--- src/rtl/mem_bus_responder_pkg.sv ---
// Shared defines for the memory-side bus responder: reset/stall levels,
// register-bus widths, responder state encodings and the ack timeout default.
package mem_bus_responder_pkg;

  localparam logic RstEnable  = 1'b1;
  localparam logic RstDisable = 1'b0;
  localparam logic Stop       = 1'b1;
  localparam logic NoStop     = 1'b0;

  localparam int unsigned RegBus   = 32;
  localparam logic [31:0] ZeroWord = 32'h0000_0000;

  localparam int unsigned StallW            = 6;
  localparam int unsigned SelW              = 4;
  localparam int unsigned BusTimeoutDefault = 255;

  typedef enum logic [1:0] {
    BusIdle = 2'd0,
    BusBusy = 2'd1,
    BusHold = 2'd2
  } bus_state_e;

endpackage

--- src/rtl/mem_bus_responder.sv ---
// Turns memory-stage load/store requests into cyc/stb/ack bus transactions,
// stalls the pipeline until completion and aborts on a missing ack.
module mem_bus_responder
  import mem_bus_responder_pkg::*;
#(
  parameter int unsigned ADDR_W  = 32,
  parameter int unsigned DATA_W  = RegBus,
  parameter int unsigned TIMEOUT = BusTimeoutDefault
) (
  input  logic              clk,
  input  logic              rst,
  input  logic [5:0]        stall,
  input  logic              mem_ce_i,
  input  logic              mem_we_i,
  input  logic [ADDR_W-1:0] mem_addr_i,
  input  logic [3:0]        mem_sel_i,
  input  logic [DATA_W-1:0] mem_data_i,
  output logic [DATA_W-1:0] mem_data_o,
  output logic              stallreq_o,
  output logic              bus_cyc_o,
  output logic              bus_stb_o,
  output logic              bus_we_o,
  output logic [ADDR_W-1:0] bus_addr_o,
  output logic [3:0]        bus_sel_o,
  output logic [DATA_W-1:0] bus_wdata_o,
  input  logic [DATA_W-1:0] bus_rdata_i,
  input  logic              bus_ack_i,
  output logic              bus_err_o
);

  localparam int unsigned       CNT_W    = $clog2(TIMEOUT) + 1;
  localparam logic [CNT_W-1:0]  CNT_LAST = CNT_W'(TIMEOUT - 1);
  localparam logic [CNT_W-1:0]  CNT_MAX  = '1;

  bus_state_e        state;
  logic [DATA_W-1:0] rd_buf;
  logic [CNT_W-1:0]  cnt;

  // Only the memory-stage bit of the stall vector matters here.
  logic unused_stall;
  assign unused_stall = ^{stall[5], stall[3:0]};

  // Request FSM with registered bus outputs and inline saturating ack timer.
  always_ff @(posedge clk or posedge rst) begin
    if (rst) begin
      state       <= BusIdle;
      rd_buf      <= '0;
      cnt         <= '0;
      bus_cyc_o   <= 1'b0;
      bus_stb_o   <= 1'b0;
      bus_we_o    <= 1'b0;
      bus_addr_o  <= '0;
      bus_sel_o   <= '0;
      bus_wdata_o <= '0;
      bus_err_o   <= 1'b0;
    end else begin
      bus_err_o <= 1'b0;
      case (state)
        BusIdle: begin
          if (mem_ce_i) begin
            bus_cyc_o   <= 1'b1;
            bus_stb_o   <= 1'b1;
            bus_we_o    <= mem_we_i;
            bus_addr_o  <= mem_addr_i;
            bus_sel_o   <= mem_sel_i;
            bus_wdata_o <= mem_data_i;
            cnt         <= '0;
            state       <= BusBusy;
          end
        end
        BusBusy: begin
          if (cnt != CNT_MAX) cnt <= cnt + CNT_W'(1);
          // A late ack on the terminal cycle still completes normally.
          if (bus_ack_i) begin
            rd_buf    <= bus_we_o ? '0 : bus_rdata_i;
            bus_cyc_o <= 1'b0;
            bus_stb_o <= 1'b0;
            state     <= BusHold;
          end else if (cnt == CNT_LAST) begin
            rd_buf    <= '0;
            bus_cyc_o <= 1'b0;
            bus_stb_o <= 1'b0;
            bus_err_o <= 1'b1;
            state     <= BusHold;
          end
        end
        BusHold: begin
          if (stall[4] == NoStop) state <= BusIdle;
        end
        default: state <= BusIdle;
      endcase
    end
  end

  // Stall must rise in the request cycle itself, so it is decoded combinationally.
  assign stallreq_o = !rst && (((state == BusIdle) && mem_ce_i) || (state == BusBusy));
  assign mem_data_o = (state == BusHold) ? rd_buf : '0;

endmodule

--- config.mk ---
export PLATFORM = sky130hd
export DESIGN_NAME = mem_bus_responder
export DESIGN_NICKNAME = d
export VERILOG_FILES = /design/src/rtl/mem_bus_responder_pkg.sv /design/src/rtl/mem_bus_responder.sv
export SDC_FILE = /design/constraint.sdc
export NUM_CORES = 1
export LEC_CHECK = 0
export BUFFER_PORTS_ARGS = -buffer_cell sky130_fd_sc_hd__buf_4
export CAP_MARGIN = 10
export CORE_AREA = 2 2 106 108
export CTS_CLUSTER_SIZE = 10
export DETAILED_ROUTE_END_ITERATION = 10
export DIE_AREA = 0 0 108 110
export MAX_ROUTING_LAYER = met4
export PLACE_DENSITY_LB_ADDON = 0.12
export SLEW_MARGIN = 0
export SYNTH_ARGS = -nofsm -noshare
export SYNTH_HDL_FRONTEND = slang
export SYNTH_SLANG_ARGS = --single-unit
--- constraint.sdc ---
create_clock -name clk -period 4.1 [get_ports clk]
set_clock_uncertainty 0.2 [all_clocks]
set_input_delay 0.615 -clock clk [delete_from_list [all_inputs] [get_ports clk]]
set_output_delay 0.615 -clock clk [all_outputs]
set_load 0.005 [all_outputs]
### Yosys cells after proc, flatten, opt, wreduce, memory -nomap -nowiden

Index checks and enable logic that the tools add are counted.

* bits in registers: 114
* latch bits: 0
* bits in writable memories: 0
* bits in read-only memories: 0
* output and inout bits: 105
* logic and storage cells: 49
* memories kept: 0

* add/sub/neg operators: 1
* $mul: 0
* div/mod/pow operators: 0
* order comparisons: 0
* equal/unequal tests: 8
* shift operators: 0
* mux-type cells: 19
* bitwise gates (word level): 0
* reductions and logical operators: 12

Operators by type and width (count)
* 32-bit two-way mux: 4
* 9-bit two-way mux: 2
* 9-bit case mux with 2 select lines: 1
* 9-bit by 1-bit adder with 9-bit output (second input constant): 1
* 9-bit by 8-bit equality test with 1-bit output (second input constant): 1
* 9-bit inequality test (second input constant): 1
* 3-bit AND reduction: 3
* 2-bit two-way mux: 4
* 1-bit two-way mux: 6
* 2-bit inequality test (second input constant): 3
* 2-bit case mux with 3 select lines: 1
* 2-bit AND reduction: 2
* 2-bit nonzero test: 2
* 3-bit inequality test (second input constant): 1
* 2-bit by 1-bit equality test with 1-bit output (second input constant): 1
* 2-bit equality test (second input constant): 1
* 1-bit logical AND: 2
* 2-bit logical NOT: 1
* 1-bit case mux with 2 select lines: 1
* 1-bit logical NOT: 1
* 1-bit logical OR: 1

### Longest topological paths before layout

* depth after elaboration: 4
* mapped depth: 7

### Worst setup path before layout

No wires, ideal clock.

* path kind: input -> output
* from: input mem_ce_i
* to: output stallreq_o
* arrival: 1.415 ns
* setup slack: 1.870 ns
* stages: 4
* buffers on the path: 2
* cell sequence: or3b_4 > buf_6 > buf_6 > a21oi_2

* word-level cells in the longest chain between the ends: 3

Ends and longest elaborated chain
* start: declaration: line mem_bus_responder.sv:13 `input logic mem_ce_i,`
* 1-bit logical AND: line mem_bus_responder.sv:96 `assign stallreq_o = !rst && (((state == BusIdle) && mem_ce_i) || (state == BusBusy));`
* 1-bit logical OR: line mem_bus_responder.sv:96
* 1-bit logical AND: line mem_bus_responder.sv:96
* end: declaration: line mem_bus_responder.sv:19 `output logic stallreq_o,`

Every way passes these cells.

### Worst setup path in the final report

* from: register state[1]
* to: output mem_data_o[2]

* word-level cells in the longest chain between the ends: 2

Ends and longest elaborated chain
* start: declaration: line mem_bus_responder.sv:35 `bus_state_e state;`
* start signal: assignment: line mem_bus_responder.sv:46 `state <= BusIdle;`
* start signal: assignment: line mem_bus_responder.sv:68 `state <= BusBusy;`
* start signal: assignment: line mem_bus_responder.sv:78 `state <= BusHold;`
* 2-bit equality test: line mem_bus_responder.sv:97 `assign mem_data_o = (state == BusHold) ? rd_buf : '0;`
* 32-bit two-way mux: line mem_bus_responder.sv:97
* end: declaration: line mem_bus_responder.sv:18 `output logic [DATA_W-1:0] mem_data_o,`

Every way passes these cells.

==> out/qor.csv <==
stage,metric,value,unit
detailed_routing,Total Wirelength,12720,um
synth,sequential-to-total area share from yosys stat,56.77,%
cts,Post-CTS Resized,0,
cts,cts hold-fix bufs,0,
detailed_routing,remaining routing DRC violations,0,
cts,post-CTS setup buffers,0,
critical_path,crit path DAT,1.85,ns
floorplan,core area,10700,sq um
timing,RSZ-0062 raised after global routing,false,
power_and_ir_drop,Worst VDD drop,0.3810,mV
critical_path,CP max stage cell,dfrtp_1,
floorplan,Rows,38,
floorplan,# IOs,216,
timing,setup TNS,0,ns
detailed_routing,drt initial violations,260,
timing,slew margin rel.,35.52,%
cts,clk sinks,114,
synth,"area leader, netlist",dfrtp_1,
floorplan,initial cell density of the core,46.97,%
global_routing,number of global-route vias before repair,4282,
run_status,outcome,"complete, no violations",
critical_path,Crit path required time,3.28,ns
cts,Root Driver,clkbuf_8,
timing,period utilisation layout,64.99,%
critical_path,crit path cell chain,nor2b_1 > buf_4 > and2_1 > buf_4,
cts,number of CTS-inserted buffers,17,
power_and_ir_drop,ratio of total power to cell area,765.7,nW/um^2
placed_design,GP Congestion,0.7934,
synth,Synth top area share,56.77,%
cts,CTS Buffer Depth,2,
layout,share of cells above drive strength 1,35.77,%
detailed_routing,vias per cell,4.932,
floorplan,die area,11880,sq um
cts,clk slew on worst S/H paths,0.06,ns
synth,Mapped Area,5025,sq um
layout,Nets,825,
synth,Mapped Cells,507,
floorplan,Die Span Y,110,um
timing,count of final max-slew check failures,0,
floorplan,Die X,108,um
global_routing,first-pass GRT wire length,20490,um
synth,"Top FF cell, synth",dfrtp_1,
global_routing,largest net degree at the start of global routing,77,
synth,Post-synth EDFFs,0,
critical_path,crit-path max FO,33,
detailed_routing,Pre-antenna DRT Iters,4,
synth,"Distinct cells, synth",36,
synth,syn_nets,621,
critical_path,"Worst Path Class, Setup",register to output port,
synth,post-synthesis register bit count,114,
placed_design,Port-buffer cells,210,
global_routing,initial antenna violation count,0,
power_and_ir_drop,leakage power,3.783,nW
critical_path,CP bufs+invs,2,
critical_path,Worst setup SP type,register,
detailed_routing,ANT nets after route,0,
detailed_routing,via count,4261,
synth,YS warnings,0,
synth,Post-synth ARST share,100.0,%
critical_path,Most common cell on crit path,buf_4,
placed_design,DP Area,6616,sq um
timing,Setup Viol. Count Final,0,
global_routing,total gr overflow,0,
global_routing,All-Layer GR Usage,22.76,%
cts,TritonCTS clock tree,built,
critical_path,CP top delay family,flip-flops,
cts,worst-skew pair later-pin latency,0.51,ns
layout,antenna cells,0,
worst_hold_path,Worst Hold Class,input port to register,
layout,Final Instance Area,7249,sq um
detailed_routing,Routed wire per std cell,14.72,um
timing,Max Fclk,0.3753,GHz
synth,synthesized area per cell,9.911,sq um
timing,min cycle time layout,2.665,ns
timing,Slew @ Worst Pin,0.9651,ns
synth,largest cells by area after synthesis,"dfrtp_1 (57%), nand2_1 (16%), and2_1 (8.0%)",
cts,H-tree level count,4,
layout,P&R area growth vs syn,44.27,%
timing,final hold vios,0,
run,maxcap violations,0,
critical_path,CP peak stage delay,0.57,ns
critical_path,Worst Setup End Kind,output port,
placed_design,DP HPWL,8384,um
==> state kept, by name, indices dropped and copies added, names as in the netlist <==
signal,cells
bus_wdata_o,32
rd_buf,32
bus_we_o,1
bus_stb_o,1
bus_addr_o,32
cnt,9
state,2
bus_sel_o,4
bus_err_o,1
==> final cells by class <==
type	instances	area, sq um
Fill cell	828	3448
Sequential cell	114	2853
Multi-Input combinational cell	358	1949
Timing Repair Buffer	216	1622
Clock buffer	22	452.9
Clock inverter	10	180.2
Tap cell	140	175.2
Inverter	4	17.52
==> cells by family (layout without fill, tap and decap cells) <==
family	after synthesis	count (layout)	share of synthesized area, %
buffers and inverters	35	252	4.656
AOI/OAI and AO/OA	44	44	8.740
adders and majority gates	3	3	0.7471
DFF	114	114	56.77
xor gates and xnor gates	1	1	0.1743
muxes	6	6	1.245
and+or+nand+nor	304	304	27.66
==> worst min-delay path, stage by stage <==
cell	delay (ns)
buf_4	0.07
nand2_1	0.04
nand2_1	0.04
==> cell usage in the layout (no fill, tap or decap), types with 2 or more instances in the layout <==
master        n
clkbuf_1      3
a221o_1      32
nand3_1       3
nand2_1     215
mux2i_1       4
a2111oi_2     3
mux2_2        2
and2_1       64
a21o_1        3
dfrtp_1     114
nand2b_1      5
clkinv_2      3
bufinv_16     5
nor3_1        2
nor2_1        3
buf_4       216
clkbuf_8      3
nand4_1       2
inv_1         3
ha_1          3
clkinvlp_4    2
clkbuf_16    16
==> worst paths after layout <==
path,from,to,slack (ns),depth (start not counted)
max,state[1]$_DFFE_PP0P_,mem_data_o[2],1.44,4
min,mem_addr_i[5],bus_addr_o[5]$_DFFE_PP0P_,0.09,3
max reg2reg,cnt[1]$_DFFE_PP0P_,cnt[1]$_DFFE_PP0P_,1.79,7
min reg2reg,bus_addr_o[2]$_DFFE_PP0P_,bus_addr_o[2]$_DFFE_PP0P_,0.27,2
max in group asynchronous,rst,bus_addr_o[29]$_DFFE_PP0P_,2.75,3
min in group asynchronous,rst,rd_buf[22]$_DFFE_PP0P_,0.10,2
==> report_power, final <==
part           total, mW  internal, mW  leakage (nW)  switching [mW]
clock               1.57          1.08         0.305           0.497
combinational       2.00          1.09          2.11           0.908
sequential          1.97          1.64          1.37           0.339
==> layer usage <==
| metal | track usage [%] | routed length, um | part of all wire, % | up-vias |
|---|---|---|---|---|
| li1 | - | - | - | 2068 |
| met1 | 29.60 | 5622 | 44 | 2023 |
| met2 | 34.28 | 6011 | 47 | 150 |
| met3 | 6.467 | 866 | 6.8 | 20 |
| met4 | 8.333 | 220 | 1.7 | 0 |
| met5 | - | 0 | 0 | - |
==> cell usage after synthesis (all sizes together) (2+ instances only) <==
| cell type | n |
|---|---|
| nor3 | 2 |
| clkbuf | 7 |
| and2 | 64 |
| inv | 4 |
| mux2i | 4 |
| dfrtp | 114 |
| nand4 | 2 |
| a21oi | 3 |
| a2111oi | 3 |
| buf | 24 |
| nor3b | 2 |
| a21o | 3 |
| a221o | 32 |
| nand2b | 6 |
| nand3 | 3 |
| nor2 | 3 |
| nand2 | 215 |
| ha | 3 |
| mux2 | 2 |
==> metrics by stage <==
step                util [%]  power (mW)  hold WS [ns]  worst slack [ns]  instances
finish                 67.77       5.551       0.08769             1.435        864
global route           67.77       5.957       0.07071             1.296        864
CTS                    67.77       5.615       0.06408             1.408        864
detailed placement     61.85       4.002        0.2633             1.798        832
global placement       61.85       3.935        0.2600             1.885        832
floorplan                  -       3.047        0.2668            0.2693        507
Note: power is estimated with default switching activity, not from simulation.
